File: config.mk
export PLATFORM = sky130hd
export DESIGN_NAME = adder_rr_arbiter
export DESIGN_NICKNAME = d
export VERILOG_FILES = /design/src/rtl/adder_rr_arbiter_pkg.sv /design/src/rtl/adder_core.sv /design/src/rtl/adder_rr_arbiter.sv
export SDC_FILE = /design/constraint.sdc
export NUM_CORES = 1
export LEC_CHECK = 0
export BUFFER_PORTS_ARGS = -buffer_cell sky130_fd_sc_hd__buf_4
export CORE_MARGIN = 2
export CORE_UTILIZATION = 42
export DETAILED_ROUTE_END_ITERATION = 7
export GPL_ROUTABILITY_DRIVEN = 0
export PLACE_DENSITY_LB_ADDON = 0.15
export SYNTH_ARGS = -nofsm -noshare
export SYNTH_HDL_FRONTEND = slang
export SYNTH_HIERARCHICAL = 1
export SYNTH_SLANG_ARGS = --single-unit
export TNS_END_PERCENT = 30
File: constraint.sdc
create_clock -name clk_i -period 7.2 [get_ports clk_i]
set_input_delay 0.72 -clock clk_i [delete_from_list [all_inputs] [get_ports clk_i]]
set_output_delay 0.72 -clock clk_i [all_outputs]
set_load 0.03 [all_outputs]
File: src/rtl/adder_rr_arbiter_pkg.sv
// Shared types and the round-robin grant helper for the adder arbiter.
package adder_rr_arbiter_pkg;

  typedef enum logic {EMPTY = 1'b0, FULL = 1'b1} state_e;

  localparam int max_req_lp = 32;

  // Index of the first set bit of v, scanning ptr, ptr+1, ... modulo n.
  // Returns 0 when nothing is set; callers qualify with |v.
  function automatic int unsigned rr_grant(input logic [max_req_lp-1:0] v,
                                           input int unsigned n,
                                           input int unsigned ptr);
    int unsigned g;
    int unsigned idx;
    logic        found;
    g     = 0;
    found = 1'b0;
    for (int unsigned i = 0; i < max_req_lp; i++) begin
      if (i < n) begin
        idx = ptr + i;
        if (idx >= n) idx = idx - n;
        if (!found && v[idx[4:0]]) begin
          g     = idx;
          found = 1'b1;
        end
      end
    end
    return g;
  endfunction

endpackage

File: src/rtl/adder_core.sv
// Unsigned adder: zero-extended a+b, carry is the extra top bit.
module adder_core #(
  parameter int width_p = 4
) (
  input  logic [width_p-1:0] a_i,
  input  logic [width_p-1:0] b_i,
  output logic [width_p-1:0] sum_o,
  output logic               carry_o
);

  assign {carry_o, sum_o} = {1'b0, a_i} + {1'b0, b_i};

endmodule

File: src/rtl/adder_rr_arbiter.sv
// Round-robin arbiter sharing one adder among requesters, with a single-entry
// result buffer drained by a valid/yumi consumer.
module adder_rr_arbiter
  import adder_rr_arbiter_pkg::*;
#(
  parameter  int width_p     = 4,
  parameter  int num_req_p   = 4,
  localparam int id_width_lp = $clog2(num_req_p)
) (
  input  logic                         clk_i,
  input  logic                         reset_i,
  input  logic [num_req_p-1:0]         req_v_i,
  input  logic [num_req_p*width_p-1:0] req_a_i,
  input  logic [num_req_p*width_p-1:0] req_b_i,
  output logic [num_req_p-1:0]         req_ready_o,
  output logic                         result_v_o,
  output logic [width_p-1:0]           result_sum_o,
  output logic                         result_carry_o,
  output logic [id_width_lp-1:0]       result_id_o,
  input  logic                         result_yumi_i
);

  state_e                 state_q, state_d;
  logic [width_p-1:0]     sum_q, sum_d;
  logic                   carry_q, carry_d;
  logic [id_width_lp-1:0] id_q, id_d;
  logic [id_width_lp-1:0] rr_ptr_q, rr_ptr_d;

  logic [max_req_lp-1:0]  v_ext;
  logic [id_width_lp-1:0] grant_id;
  logic [width_p-1:0]     a_sel, b_sel, core_sum;
  logic                   core_carry;
  logic                   accept, xfer;

  assign v_ext    = max_req_lp'(req_v_i);
  assign grant_id = id_width_lp'(rr_grant(v_ext, int'(num_req_p), int'(rr_ptr_q)));
  assign accept   = (state_q == EMPTY) | result_yumi_i;
  assign a_sel    = req_a_i[grant_id*width_p +: width_p];
  assign b_sel    = req_b_i[grant_id*width_p +: width_p];

  adder_core #(.width_p(width_p)) u_core (
    .a_i    (a_sel),
    .b_i    (b_sel),
    .sum_o  (core_sum),
    .carry_o(core_carry)
  );

  // Ready is held low during reset so nothing is accepted into a buffer being cleared.
  always_comb begin
    req_ready_o = '0;
    if (!reset_i && accept) begin
      for (int k = 0; k < num_req_p; k++) begin
        if (grant_id == id_width_lp'(k) && req_v_i[k]) req_ready_o[k] = 1'b1;
      end
    end
  end

  assign xfer = |req_ready_o;

  always_comb begin
    state_d  = state_q;
    sum_d    = sum_q;
    carry_d  = carry_q;
    id_d     = id_q;
    rr_ptr_d = rr_ptr_q;
    if (xfer) begin
      state_d  = FULL;
      sum_d    = core_sum;
      carry_d  = core_carry;
      id_d     = grant_id;
      rr_ptr_d = (grant_id == id_width_lp'(num_req_p - 1)) ? '0 : grant_id + 1'b1;
    end else if (state_q == FULL && result_yumi_i) begin
      state_d = EMPTY;
    end
  end

  always_ff @(posedge clk_i) begin
    if (reset_i) begin
      state_q  <= EMPTY;
      sum_q    <= '0;
      carry_q  <= 1'b0;
      id_q     <= '0;
      rr_ptr_q <= '0;
    end else begin
      state_q  <= state_d;
      sum_q    <= sum_d;
      carry_q  <= carry_d;
      id_q     <= id_d;
      rr_ptr_q <= rr_ptr_d;
    end
  end

  assign result_v_o     = (state_q == FULL);
  assign result_sum_o   = sum_q;
  assign result_carry_o = carry_q;
  assign result_id_o    = id_q;

endmodule

== Word level (Yosys, flattened, before mapping) ==
Index checks and enable logic that the tools add are counted.
Operators by class
  mux-type cells: 27
  equal/unequal tests: 3
  reductions and logical operators: 16
  $mul: 0
  $lt $le $gt $ge: 8
  shift operators: 2
  div/mod/pow operators: 0
  add/sub/neg operators: 9
  bitwise operators: 2
Operator list (number)
  $shiftx A16 B5 Y4: 2
  $lt A5 B6 Y1 const B: 4
  $bmux W1 S5: 4
  $mux W5: 4
  $mux W1: 13
  $sub A3 B3 Y4 const B: 3
  $mux W2: 5
  $ge A3 B3 Y1 const B: 3
  $logic_and A1 B1 Y1: 9
  $add A2 B2 Y3 const B: 2
  $add A4 B4 Y5: 1
  $eq A2 B2 Y1 const B: 2
  $logic_not A1 Y1: 4
  $mux W4: 1
  $reduce_or A4 Y1: 1
  $sub A2 B3 Y4 const B: 1
  $add A2 B1 Y3 const B: 1
  $ge A2 B3 Y1 const B: 1
  $add A2 B1 Y2 const B: 1
  $eq A2 B1 Y1 const B: 1
  $logic_not A2 Y1: 1
  $reduce_bool A2 Y1: 1
  $not A1 Y1: 1
  $or A1 B1 Y1: 1
Storage, ports and cells
  RAM bits: 0
  flip-flop bits (word level): 10
  input port bits: 39
  bits in read-only memories: 0
  memories kept: 0
  latch bits: 0

== Depth between registers and ports, before layout ==
  depth in word-level cells: 20
  gate-level depth with buffers: 20
  gate-level depth less buffers: 17

== Hierarchy ==
Netlist, hierarchy kept.
By module, submodules not included
  adder_rr_arbiter: cells each 130, area an instance 1108.6 sq um, times used 1
  adder_core: cells each 16, area an instance 136.4 sq um, times used 1

== Worst setup path before layout ==
OpenSTA, ideal clock, no wires.
  path type: reg-to-output
  start point: register rr_ptr_q[0]
  end point: output port req_ready_o[3]
  required time: 6.480 ns
  buffers on the path: 3
  cell stages (with the launch flop): 12
  slack: 3.567 ns
  arrival: 2.913 ns
  cells stage by stage: dfxtp_1 buf_6 inv_1 ha_1 buf_6 mux2_4 a41oi_2 o22ai_2 a211o_4 buf_6 nand2b_1 nor3_1
On the way
  cells in the longest elaborated chain, start to end: 18
RTL lines
  start: declaration: line adder_rr_arbiter.sv:27  | logic [id_width_lp-1:0] rr_ptr_q, rr_ptr_d;
  start signal: assignment: line adder_rr_arbiter.sv:89  | rr_ptr_q <= rr_ptr_d;
  parallel branches: the longest is 13 deep, another holds $sub A3 B3 Y4
  $mux W2 (*): line adder_rr_arbiter_pkg.sv:22  | if (!found && v[idx[4:0]]) begin
  $eq A2 B2 Y1 (*): line adder_rr_arbiter.sv:53  | if (grant_id == id_width_lp'(k) && req_v_i[k]) req_ready_o[k] = 1'b1;
  $logic_and A1 B1 Y1 (*): line adder_rr_arbiter.sv:53
  $mux W1 (*): line adder_rr_arbiter.sv:53
  $mux W4 (*): line adder_rr_arbiter.sv:51  | if (!reset_i && accept) begin
  end: declaration: line adder_rr_arbiter.sv:15  | output logic [num_req_p-1:0] req_ready_o,
Every way passes the cells marked *. The select of a mux whose other input is x is not followed.

== Final worst setup path ==
  start point: register rr_ptr_q[0]
  end point: output port req_ready_o[1]
On the way
  cells in the longest elaborated chain, start to end: 18
RTL lines (line)
  parallel branches: the longest is 13 deep, another holds $sub A3 B3 Y4
  $mux W2 (*): adder_rr_arbiter_pkg.sv:22
  $eq A2 B1 Y1 (*): adder_rr_arbiter.sv:53
  $logic_and A1 B1 Y1 (*): adder_rr_arbiter.sv:53
  $mux W1 (*): adder_rr_arbiter.sv:53
  $mux W4 (*): adder_rr_arbiter.sv:51
Marks and branches as above.

==> flow_metrics.env <==
export IMPL_die_x_um=58.4
export IMPL_via_per_inst=5.64
export IMPL_initial_core_util_pct=44.8
export IMPL_die_area_sq_um=3420
export IMPL_path_clk_slew_ns=0.07
export IMPL_leakagePower_nw=0.772
export IMPL_dpl_hpwl_um=2560
export IMPL_hold_viol=0
export IMPL_drv_cap=0
export IMPL_fin_worst_skew_ns=0.00338
export IMPL_rr_startpoint="rr_ptr_q[0]"
export IMPL_hold_buffers=0
export IMPL_io_buffers=50
export IMPL_grt_pass1_vias=1246
export IMPL_synth_edff_count=0
export IMPL_num_vias=1264
export IMPL_grt_pass1_wl_um=5360
export IMPL_required_ns=6.48
export IMPL_rows=19
export IMPL_fin_cells=224
export IMPL_ys_flop_type="dfxtp_1"
export IMPL_ys_ff_latch=10
export IMPL_dieHeight_um=58.4
export IMPL_ys_warn_count=6
export IMPL_clock_latency_ns=0.27
export IMPL_holdPathEnd="result_sum_o[1]"
export IMPL_status="finished, final reports clean"
export IMPL_synth_seq_area_share_pct=16.1
export IMPL_critical_path_top_delay_family="compound AO/OA/AOI/OAI gates"
export IMPL_path_max_fanout=25
export IMPL_place_ws_ns=3.13
export IMPL_clk_path_buf_depth=2
export IMPL_drtIter0Drc=70
export IMPL_antenna_cells=0
export IMPL_arrival_ns=3.58
export IMPL_netlist_instances=146
export IMPL_layout_drive_gt1_share_pct=42.0
export IMPL_synth_area_leaders="dfxtp_1, ha_1, a21oi_1"
export IMPL_finalCritPeriodShare_pct=59.7
export IMPL_gr_total_overflow=0
export IMPL_setup_tns_final_ns=0
export IMPL_drc=0
export IMPL_placed_cell_area_sq_um=1600
export IMPL_yosysUniqueCellTypes=41
export IMPL_slowest_stage="o22a_1"
export IMPL_cts_setup_buffers=0
export IMPL_crit_type="flop to output port"
export IMPL_clkPwrFrac_pct=6.6
export IMPL_p_comb_share_pct=81.8
export IMPL_cp_start_kind="flop"
export IMPL_end_kind="output port"
export IMPL_crit_buf_inv=2
export IMPL_cell_internal_pwr_w=0.000392
export IMPL_numPlacedInstances=220
export IMPL_cts_sinks=10
export IMPL_cts_root_buf="clkbuf_4"
export IMPL_r2r_cells=14
export IMPL_p_sw_w=0.000383
export IMPL_holdCritPathClass="flop to flop"
export IMPL_synth_fp_nets=194
export IMPL_setup_viol=0
export IMPL_synth_top_area_share_pct=16.1
export IMPL_cp_cell_sequence="inv_1 -> ha_1 -> mux2_2 -> a22o_1 -> nand2_1 -> o22a_1 -> nand3_1 -> nor3_1 -> buf_4"
export IMPL_avgRoutedWirePerCell_um=14.0
export IMPL_reg2reg_to="result_sum_o[2]"
export IMPL_most_common_layout_cells="buf_4, a21oi_1, dfxtp_1"
export IMPL_core_sq_um=2780
export IMPL_nets=242
export IMPL_slowest_delay_ns=0.69
export IMPL_async_reset_ff_share_pct=0
export IMPL_antenna_found_initial=0
export IMPL_r2r_slack_ns=3.11
export IMPL_worst_slack_ns=2.90
export IMPL_drv_slew=0
export IMPL_max_freq_mhz=232
export IMPL_cts_resized=0
export IMPL_stdcell_area_sq_um=1640
export IMPL_io_pin_count=51
export IMPL_h_tree_depth=1
export IMPL_min_period_ns=4.30
export IMPL_drtPass1Iterations=4
export IMPL_cts_tree="yes"
export IMPL_seqPwrFrac_pct=11.6
export IMPL_fillers=267
export IMPL_ir_worst_vdd_v=0.000337
export IMPL_postRouteAntennaNets=0
export IMPL_p_sw_share_pct=49.4
export IMPL_min_from="result_sum_o[1]"
export IMPL_rsz0062_at_grt="false"
export IMPL_finalWirelength_um=3150
export IMPL_mostFrequentLayoutCell="buf_4"
export IMPL_cts_buffers=3
export IMPL_powerDensity_nw_per_um2=474
export IMPL_hold_path_cell_count=2
export IMPL_syn_to_final_growth_pct=31.5
export IMPL_synth_top_area_cell="dfxtp_1"
export IMPL_grt_usage_pct=20.1
export IMPL_synth_cell_area_sq_um=1240
export IMPL_grt_max_degree=26
export IMPL_tightest_slew_ns=0.825
export IMPL_slew_limit_headroom_pct=45.0
export IMPL_syn_avg_cell_area_sq_um=8.53
export IMPL_final_util_pct=58.8
[per-layer routing]
layer / GRT usage [%] / vias to the layer above / share of wire (%)
met5: 0 / - / 0
met4: 3.99 / 0 / 0
met3: 4.18 / 0 / 3.8
met2: 37.7 / 28 / 56
met1: 23.2 / 607 / 40
li1: - / 629 / -
[power groups by stage]
stage	clock network [W]	registers [W]	logic [W]
global route	0.0000571	0.0000932	0.000706
CTS	0.0000534	0.0000898	0.000640
floorplan	0	0.000109	0.000520
detailed placement	0	0.0000908	0.000637
global placement	0	0.0000896	0.000624
finish	0.0000513	0.0000900	0.000634
[worst min-delay path, stage by stage, from the launching register on]
cell	delay, ns
dfxtp_1	0.31
o21ai_1	0.06
a21oi_1	0.06
[how the worst max path moves through the flow]
stage                     slack [ns]   startpoint  cells after the start             end
after global routing            2.55  rr_ptr_q[0]                      9  req_ready_o[1]
after floorplan                 3.57  rr_ptr_q[0]                     11  req_ready_o[3]
final                           2.90  rr_ptr_q[0]                      9  req_ready_o[1]
after global placement          3.28  rr_ptr_q[0]                      9  req_ready_o[1]
after detailed placement        3.13  rr_ptr_q[0]                     16  result_carry_o
after CTS                       2.88  rr_ptr_q[0]                      9  req_ready_o[1]
[cell type report]
| class | count | area, sq um | share of cell area, % |
|---|---|---|---|
| Inverter | 9 | 33.8 | 2.06 |
| Tap cell | 31 | 38.8 | 2.37 |
| Clock buffer | 4 | 36.3 | 2.22 |
| Sequential cell | 10 | 200 | 12.2 |
| Multi-Input combinational cell | 120 | 952 | 58.2 |
| Timing Repair Buffer | 50 | 375 | 22.9 |
[per-stage QoR]
stage	total power [W]	hold WS (ns)
floorplan	0.000628	0.592
global placement	0.000713	0.468
detailed placement	0.000728	0.475
CTS	0.000784	0.484
global route	0.000856	0.504
finish	0.000775	0.482
[sequential cells by signal (all words and copies together), names as in the netlist]
signal	cells
result_carry_o	1
result_id_o	2
result_sum_o	4
result_v_o	1
rr_ptr_q	2
[cell families after synthesis]
kind of cell	count (synthesis)	share of synthesized area (%)
mux	21	19.9
fa+ha+maj	9	9.65
flops	10	16.1
compound gates	45	26.6
buf+inv	16	7.44
xor+xnor	2	1.41
simple gates	43	18.9
[cell usage after synthesis (5+ instances only)]
cell type and n:
mux2i_1 9, mux2_4 6, nor2_1 9, ha_1 8, a21oi_1 18, nand3_1 7
nor2b_1 6, o21ai_1 6, dfxtp_1 10, nand2b_1 5, mux2_2 6, inv_1 9
Power figures use the tool's default switching activity.
